[config.mk]
export PLATFORM = sky130hd
export DESIGN_NAME = pndes
export DESIGN_NICKNAME = d
export VERILOG_FILES = /design/src/rtl/pndes.sv
export SDC_FILE = /design/constraint.sdc
export NUM_CORES = 1
export LEC_CHECK = 0
export ABC_AREA = 1
export CORE_MARGIN = 5
export CORE_UTILIZATION = 53
export CTS_BUF_LIST = sky130_fd_sc_hd__clkbuf_8
export CTS_CLUSTER_SIZE = 20
export DETAILED_ROUTE_END_ITERATION = 10
export PLACE_DENSITY = 0.79
export SYNTH_ARGS = -nofsm -noshare
export SYNTH_HDL_FRONTEND = slang
export SYNTH_SLANG_ARGS = --single-unit
[constraint.sdc]
create_clock -name clk_i -period 3.1 [get_ports clk_i]
set_input_delay 0.62 -clock clk_i [delete_from_list [all_inputs] [get_ports clk_i]]
set_output_delay 0.62 -clock clk_i [all_outputs]
set_load 0.05 [all_outputs]
[src/rtl/pndes.sv]
`default_nettype none
// ============================================================================
// Module   : pndes
// Purpose  : Serial frame deserializer. Hunts for HEADER, captures len+1
//            payload bits, checks FOOTER, delivers the MSB-aligned payload.
// Revision : 1.0 - initial release
// ============================================================================
module pndes #(
    parameter logic [3:0] HEADER = 4'b1101,
    parameter logic [3:0] FOOTER = 4'b0101
) (
    input  logic        clk_i,
    input  logic        rst_i,
    input  logic        dat_i,
    input  logic [4:0]  len_i,
    output logic [31:0] dat_o,
    output logic [4:0]  len_o,
    output logic        vld_o,
    output logic        err_o,
    output logic [7:0]  gcnt_o,
    output logic [7:0]  ecnt_o
);

    localparam logic [1:0] c_HUNT = 2'd0;
    localparam logic [1:0] c_DATA = 2'd1;
    localparam logic [1:0] c_FOOT = 2'd2;

    logic [1:0]  r_state;
    logic [3:0]  r_hwin;
    logic [3:0]  r_fwin;
    logic [4:0]  r_cnt;
    logic [4:0]  r_len;
    logic [31:0] r_pay;
    logic [31:0] r_dat;
    logic [4:0]  r_len_out;
    logic        r_vld;
    logic        r_err;
    logic [7:0]  r_gcnt;
    logic [7:0]  r_ecnt;

    logic [3:0]  w_hdr_cand;
    logic [3:0]  w_ftr_cand;

    assign w_hdr_cand = {r_hwin[2:0], dat_i};
    assign w_ftr_cand = {r_fwin[2:0], dat_i};

    always_ff @(posedge clk_i or posedge rst_i) begin
        if (rst_i) begin
            r_state   <= c_HUNT;
            r_hwin    <= 4'd0;
            r_fwin    <= 4'd0;
            r_cnt     <= 5'd0;
            r_len     <= 5'd0;
            r_pay     <= 32'd0;
            r_dat     <= 32'd0;
            r_len_out <= 5'd0;
            r_vld     <= 1'b0;
            r_err     <= 1'b0;
            r_gcnt    <= 8'd0;
            r_ecnt    <= 8'd0;
        end else begin
            r_vld <= 1'b0;
            r_err <= 1'b0;
            case (r_state)
                c_HUNT: begin
                    r_hwin <= w_hdr_cand;
                    if (w_hdr_cand == HEADER) begin
                        r_state <= c_DATA;
                        r_len   <= len_i;
                        r_cnt   <= len_i;
                        r_pay   <= 32'd0;
                    end
                end
                c_DATA: begin
                    r_pay <= {r_pay[30:0], dat_i};
                    if (r_cnt == 5'd0) begin
                        r_state <= c_FOOT;
                        r_cnt   <= 5'd3;
                    end else begin
                        r_cnt <= r_cnt - 5'd1;
                    end
                end
                c_FOOT: begin
                    r_fwin <= w_ftr_cand;
                    r_cnt  <= r_cnt - 5'd1;
                    if (r_cnt == 5'd0) begin
                        // Window cleared so the next frame's header may start immediately.
                        r_state <= c_HUNT;
                        r_hwin  <= 4'd0;
                        if (w_ftr_cand == FOOTER) begin
                            r_dat     <= r_pay << (5'd31 - r_len);
                            r_len_out <= r_len;
                            r_vld     <= 1'b1;
                            r_gcnt    <= r_gcnt + 8'd1;
                        end else begin
                            r_err  <= 1'b1;
                            r_ecnt <= r_ecnt + 8'd1;
                        end
                    end
                end
                default: r_state <= c_HUNT;
            endcase
        end
    end

    assign dat_o  = r_dat;
    assign len_o  = r_len_out;
    assign vld_o  = r_vld;
    assign err_o  = r_err;
    assign gcnt_o = r_gcnt;
    assign ecnt_o = r_ecnt;

endmodule
`default_nettype wire

## After elaboration in Yosys (flattened, before gate mapping)

Index checks and enable logic that the tools add are counted.

- Output and inout bits: 55
- Logic and storage cells: 54
- Input port bits: 8
- Register bits after elaboration: 105

- Mux-type cells: 17
- Shift-type cells: 1
- Eq/ne operators: 7
- Add/sub/neg operators: 4
- Bitwise operators: 1
- Reduce and logical (&&, ||, !) cells: 12

Operators with widths:

| kind | number |
|---|---|
| $pmux 32 s2 | 1 |
| $mux 32 | 1 |
| $shl 32x5->32 | 1 |
| $add 8x1->8 const B | 2 |
| $pmux 5 s3 | 1 |
| $mux 5 | 2 |
| $reduce_and 3->1 | 3 |
| $reduce_and 2->1 | 4 |
| $mux 1 | 6 |
| $mux 2 | 3 |
| $ne 2x2->1 const B | 3 |
| $pmux 2 s3 | 1 |
| $pmux 3 s2 | 1 |
| $logic_not 5->1 | 1 |
| $sub 5x1->5 const B | 1 |
| $sub 5x5->5 const A | 1 |
| $eq 4x3->1 const B | 1 |
| $eq 4x4->1 const B | 1 |
| $reduce_bool 2->1 | 2 |
| $mux 3 | 1 |
| $reduce_bool 3->1 | 1 |
| $eq 2x1->1 const B | 1 |
| $eq 2x2->1 const B | 1 |
| $logic_not 2->1 | 1 |
| $not 1->1 | 1 |

## Longest topological paths before layout

Gate-level depths: netlist of the first run.

- Depth in word-level cells: 4
- Depth in mapped cells: 9
- Depth with buffers taken out: 8

## Worst setup path after synthesis of the first run

OpenSTA, ideal clock, no wires.

- Kind: reg-to-reg
- From: register r_state[0]
- To: register r_dat[17] (netlist: dat_o[17])
- Clock period less this slack: 1,596 ps
- Arrival time: 1,471 ps
- Path buffers: 1
- Setup time: 125 ps
- Cell stages (with the launch flop): 9
- Data required time: 2,975 ps
- Path slack: 1,504 ps
- Path through: dfrtp_1 inv_1 ha_1 nand4_4 nor2_4 inv_2 buf_6 a22oi_1 nand2_1

- Word-level cells in the longest chain between the ends: 2

RTL lines:

| what | line | source |
|---|---|---|
| from (decl) | 28 | `logic [1:0] r_state;` |
| from (signal assigned) | 49 | `r_state <= c_HUNT;` |
| from (signal assigned) | 68 | `r_state <= c_DATA;` |
| from (signal assigned) | 77 | `r_state <= c_FOOT;` |
| $eq 2x2->1 | 64 | `case (r_state)` |
| $reduce_and 3->1 (no line) | - |  |
| to (signal assigned) | 91 | `r_dat <= r_pay << (5'd31 - r_len);` |
| to (decl) | 34 | `logic [31:0] r_dat;` |

No other way between the ends.
A chain may end at the register's enable or synchronous reset.

## Final worst setup path of the first run

- From: register r_ecnt[3] (netlist: ecnt_o[3])
- To: output ecnt_o[3]

RTL lines:

| what | line | source |
|---|---|---|
| from (decl) | 39 | `logic [7:0] r_ecnt;` |
| from (signal assigned) | 97 | `r_ecnt <= r_ecnt + 8'd1;` |
| to (decl) | 21 | `output logic [7:0] ecnt_o` |

No word-level cell between the ends.

==> impl_metrics.ini, run 1 <==
[final_layout]
layout_commonest_cell = nand3_1
design_area_um2 = 6560
multi_input_area_um2 = 2620
stdcell_count = 910
layout-drive-gt1-share = 0.0545
nets = 780
final_core_util = 0.613
area_growth_pct = 14.5
n_antenna_cell = 0
ff_latch_area_um2 = 2630
final_cell_mix = nand3_1 (225), nand2_1 (165), dfrtp_1 (105), clkdlybuf4s50_1 (62), inv_1 (60)
nFillCells = 945

[sta]
finalCritPeriodShare = 0.742
relSlewSlack = 0.167
tightest_slew_ns = 1.25
skew_ns = 0.0172
holdWs_ns = 0.482
finalHoldViolCount = 0
setup_slack_ns = 0.800
max_freq_ghz = 0.435
finalSetupTns_ns = 0
slew_viol_final = 0
rsz0062_at_grt = false
post-route-min-period_ns = 2.30
setup-violations-final = 0

[clock_tree]
clock_sinks = 105
cts_made_buffers = 9
post-cts-setup-buffers = 0
cts-root-buf = clkbuf_8
postCtsHoldBufs = 0
clk_pin_slew_ns = 0.10
htree_levels = 3
cts_tree = yes
ctsResizeCount = 0
clk_latency_ns = 0.39
clockBufferDepth = 2

[place]
dpl.hpwl_mm = 10.5
post-place-ws_ns = 0.547
port_buffers = 62
dp_cells = 894
dpl_cell_area_um2 = 6370
gp_congestion = 0.933

[routing]
drt-vias-per-instance = 5.94
wl_per_cell_um = 16.5
antenna_left = 0
drtIter0Drc = 698
firstDrtPassIters = 5
drcViolationCount = 0
via_count = 5403
drt_wl_total_mm = 15.1

[setup_path]
slowest_stage = clkdlybuf4s50_1
crit_path_max_incr_delay_ns = 0.85
worst_setup_path_end_kind = output pin
crit_chain = clkdlybuf4s50_1
cp.required_ns = 2.48
cp_max_fo = 5
critPathKind = reg -> out
crit_arrival_ns = 1.68
path_buf_inv = 1
startpoint_type = flip-flop
cp_top_family = buffers and inverters

[pwr]
p_leak_nw = 3.10
peakVddDrop_mv = 0.471
power_density_nw_per_um2 = 823
p_total_mw = 5.39

[synth]
yosys_warnings = 0
synthAdderAreaFrac = 0.0153
yosysTopAreaCell = dfrtp_1
synth_xor_area_frac = 0.0230
syn_area_per_cell_um2 = 7.90
synthesis.area_um2 = 5720
synthMuxAreaShare = 0.00197
synth_cell_types = 34
synth_top_family_by_area = simple AND/OR/NAND/NOR gates
synth-simple-area-share = 0.343
ys_seq_elements = 105
synth_seq_area_share = 0.459
synthCells = 725
synth_compound_area_frac = 0.0752
syn_nets = 740
ys_top_cells_by_area = dfrtp_1 (46%), nand3_1 (20%), nand2_1 (11%)
netlist.area_leader.share = 0.459

[global_routing]
grt_start_max_net_pins = 106
grt_pass1_wl_mm = 24.9
grt.overflow.total = 0
antenna_found_initial = 0
grt_pass1_vias = 4999
track_usage = 0.238

[job]
max-cap-violations = 0

[die]
core_area_um2 = 10700
core.rowCount = 38
die_h_um = 114
fp.dieArea_um2 = 13000
die_w_um = 114
ios = 63
start_util = 0.535

[status]
status = finished clean

[worst_hold_path]
min_path_type = reg -> reg
==> where the power goes <==
part,switching [mW],internal [mW],total [mW]
sequential,0.175,1.59,1.77
clock,0.509,0.308,0.817
combinational,1.98,0.833,2.81
==> state kept, by name, indices dropped and copies added (netlist names), 5 cells and up <==
register  count
dat_o        32
r_cnt         5
r_pay        32
r_len         5
ecnt_o        8
len_o         5
gcnt_o        8
==> Yosys cell counts (all sizes together) <==
cell type	instances
a21oi	12
a22o	3
a22oi	6
and3	1
buf	30
clkbuf	12
clkinv	1
dfrtp	105
ha	7
inv	63
mux2	1
nand2	168
nand3	225
nand4	10
nor2	14
nor3	3
o211ai	1
o21ai	14
o22ai	34
xnor2	6
xor2	9
==> per-layer routing <==
| metal | routed length (µm) | part of all wire | global-route usage |
|---|---|---|---|
| met3 | 1140 | 0.075 | 0.0377 |
| met2 | 6780 | 0.45 | 0.350 |
| met5 | 0 | 0 | 0 |
| met4 | 435 | 0.029 | 0.0974 |
| met1 | 6700 | 0.45 | 0.351 |
==> area by class of cell <==
class                      count  share of cell area
clock buffer                   9              0.0189
clock inverter                 7             0.00897
inverter                      64              0.0374
multi-input combinational    514               0.400
sequential                   105               0.401
tap                          140              0.0267
timing repair buffer          71               0.107
==> worst paths after layout <==
kind	slack (ns)	endpoint	startpoint	cells after the start
setup / recovery	0.80	ecnt_o[3]	ecnt_o[3]	1
hold / removal	0.48	len_o[4]	len_o[4]	2
setup reg to reg	0.90	dat_o[9]	r_state[0]	8
hold reg to reg	0.48	len_o[4]	len_o[4]	2
max in group asynchronous	1.96	r_pay[27]	rst_i	3
min in group asynchronous	0.73	gcnt_o[6]	rst_i	3
==> kinds of logic after synthesis <==
kind of cell,count (synthesis)
adder cells (fa/ha/maj),7
buffers and inverters,106
XOR/XNOR,15
multiplexers,1
flip-flops,105
AO/OA/AOI/OAI,70
AND/OR/NAND/NOR,421
Power figures use the tool's default switching activity.
==> run 2: changes to the inputs <==
--- a/config.mk
+++ b/config.mk
@@ -7,11 +7,11 @@
 export LEC_CHECK = 0
 export ABC_AREA = 1
 export CORE_MARGIN = 5
-export CORE_UTILIZATION = 53
+export CORE_UTILIZATION = 59
 export CTS_BUF_LIST = sky130_fd_sc_hd__clkbuf_8
 export CTS_CLUSTER_SIZE = 20
 export DETAILED_ROUTE_END_ITERATION = 10
-export PLACE_DENSITY = 0.79
+export PLACE_DENSITY = 0.83
 export SYNTH_ARGS = -nofsm -noshare
 export SYNTH_HDL_FRONTEND = slang
 export SYNTH_SLANG_ARGS = --single-unit
==> constraint.sdc (replaced) <==
create_clock -name clk_i -period 2.3 [get_ports clk_i]
set_input_delay 0.46 -clock clk_i [delete_from_list [all_inputs] [get_ports clk_i]]
set_output_delay 0.46 -clock clk_i [all_outputs]
set_load 0.05 [all_outputs]
==> run 2 against run 1 <==
  * Non-clock buffer count grew 5
  * Critical path depth unchanged
  * Sequential power is 36% higher
  * Clock power rose by 47%
  * Final cell count is 0.22% lower
  * Largest power group unchanged
  * Die area shrank 9.3%
  * Global-route usage increased by 5.1 points
==> impl_metrics.ini, run 2 (same netlist as run 1, synthesis figures left out) <==
[global_routing]
grt_pass1_vias = 5305
grt_pass1_wl_mm = 26.7
grt_start_max_net_pins = 106
track_usage = 0.288
grt.overflow.total = 0
antenna_found_initial = 0

[sta]
max_freq_ghz = 0.469
finalSetupTns_ns = 0
tightest_slew_ns = 0.684
finalHoldViolCount = 0
finalCritPeriodShare = 0.927
skew_ns = 0.00852
rsz0062_at_grt = false
relSlewSlack = 0.543
slew_viol_final = 0
setup-violations-final = 0
post-route-min-period_ns = 2.13

[setup_path]
slowest_stage = clkdlybuf4s50_1
cp_top_family = buffers and inverters
path_buf_inv = 1
startpoint_type = flip-flop
crit_path_max_incr_delay_ns = 0.84
crit_chain = clkdlybuf4s50_1
critPathKind = reg -> out
cp_max_fo = 5
worst_setup_path_end_kind = output pin
crit_arrival_ns = 1.67
cp.required_ns = 1.84

[final_layout]
nets = 785
final_cell_mix = nand3_1 (225), nand2_1 (165), dfrtp_1 (105), clkdlybuf4s50_1 (62), inv_1 (60)
layout_commonest_cell = nand3_1
layout-drive-gt1-share = 0.0606
n_antenna_cell = 0
nFillCells = 844
area_growth_pct = 15.6
final_core_util = 0.686

[routing]
wl_per_cell_um = 17.0
drtIter0Drc = 506
firstDrtPassIters = 5
drt_wl_total_mm = 15.5
antenna_left = 0
drcViolationCount = 0
drt-vias-per-instance = 5.95
via_count = 5406

[die]
die_h_um = 109
start_util = 0.594
die_w_um = 109
fp.dieArea_um2 = 11800
core_area_um2 = 9640
ios = 63
core.rowCount = 36

[clock_tree]
htree_levels = 3
cts_made_buffers = 9
ctsResizeCount = 0
cts_tree = yes
clk_pin_slew_ns = 0.10
clockBufferDepth = 2
clock_sinks = 105
cts-root-buf = clkbuf_8
post-cts-setup-buffers = 0
clk_latency_ns = 0.38
postCtsHoldBufs = 0

[pwr]
peakVddDrop_mv = 0.883
power_density_nw_per_um2 = 1130
p_leak_nw = 3.14

[job]
max-cap-violations = 0

[worst_hold_path]
min_path_type = reg -> reg

[place]
gp_congestion = 1.05
dpl.hpwl_mm = 10.9
port_buffers = 62

[status]
status = finished clean
## run 2: changes by cell type in the layout (fill, tap and decap cells not counted), sizes merged
cell    delta
clkinv     +1
inv        -3
bufinv     +1
clkbuf     +1
buf        +5
## run 2: where the power goes
| group | total, mW | switching, mW | internal [mW] |
|---|---|---|---|
| clock network | 1.20 | 0.665 | 0.538 |
| registers | 2.41 | 0.262 | 2.14 |
| logic | 3.88 | 2.72 | 1.17 |
## run 2: final timing paths
check,start,end,slack [ns],depth (start not counted)
worst max-delay path,gcnt_o[3],gcnt_o[3],0.17,1
worst min-delay path,dat_o[12],dat_o[12],0.50,2
worst max register to register,r_state[0],dat_o[30],0.27,8
worst min register to register,dat_o[12],dat_o[12],0.50,2
max in group asynchronous,rst_i,dat_o[22],1.30,3
min in group asynchronous,rst_i,r_pay[9],0.58,3
## run 2: routing by layer
metal / vias up / track usage / routed length, µm
li1: 2557 / - / -
met1: 2570 / 0.386 / 6460
met2: 232 / 0.465 / 7270
met3: 47 / 0.0513 / 1150
met4: 0 / 0.117 / 587
met5: - / 0 / 0
## run 2: per-stage QoR
stage | hold slack, ns | setup WS (ns) | cell area [µm²] | total power, mW | instances
2_1_floorplan | 0.478 | 0.580 | 5730 | 5.21 | 725
3_3_place_gp | 0.465 | 0.149 | 6410 | 6.20 | 892
3_5_place_dp | 0.473 | 0.135 | 6410 | 6.24 | 892
4_1_cts | 0.498 | 0.157 | 6620 | 7.43 | 908
5_1_grt | 0.529 | 0.118 | 6620 | 8.05 | 908
6_report | 0.495 | 0.167 | 6620 | 7.49 | 908
## run 2: final cells by class
type	instances	area (µm²)	area share
timing repair buffer	76	751	0.113
multi-input combinational	514	2620	0.397
tap	133	166	0.0252
clock inverter	6	65.1	0.00983
inverter	64	245	0.0371
clock buffer	10	138	0.0208
sequential	105	2630	0.397
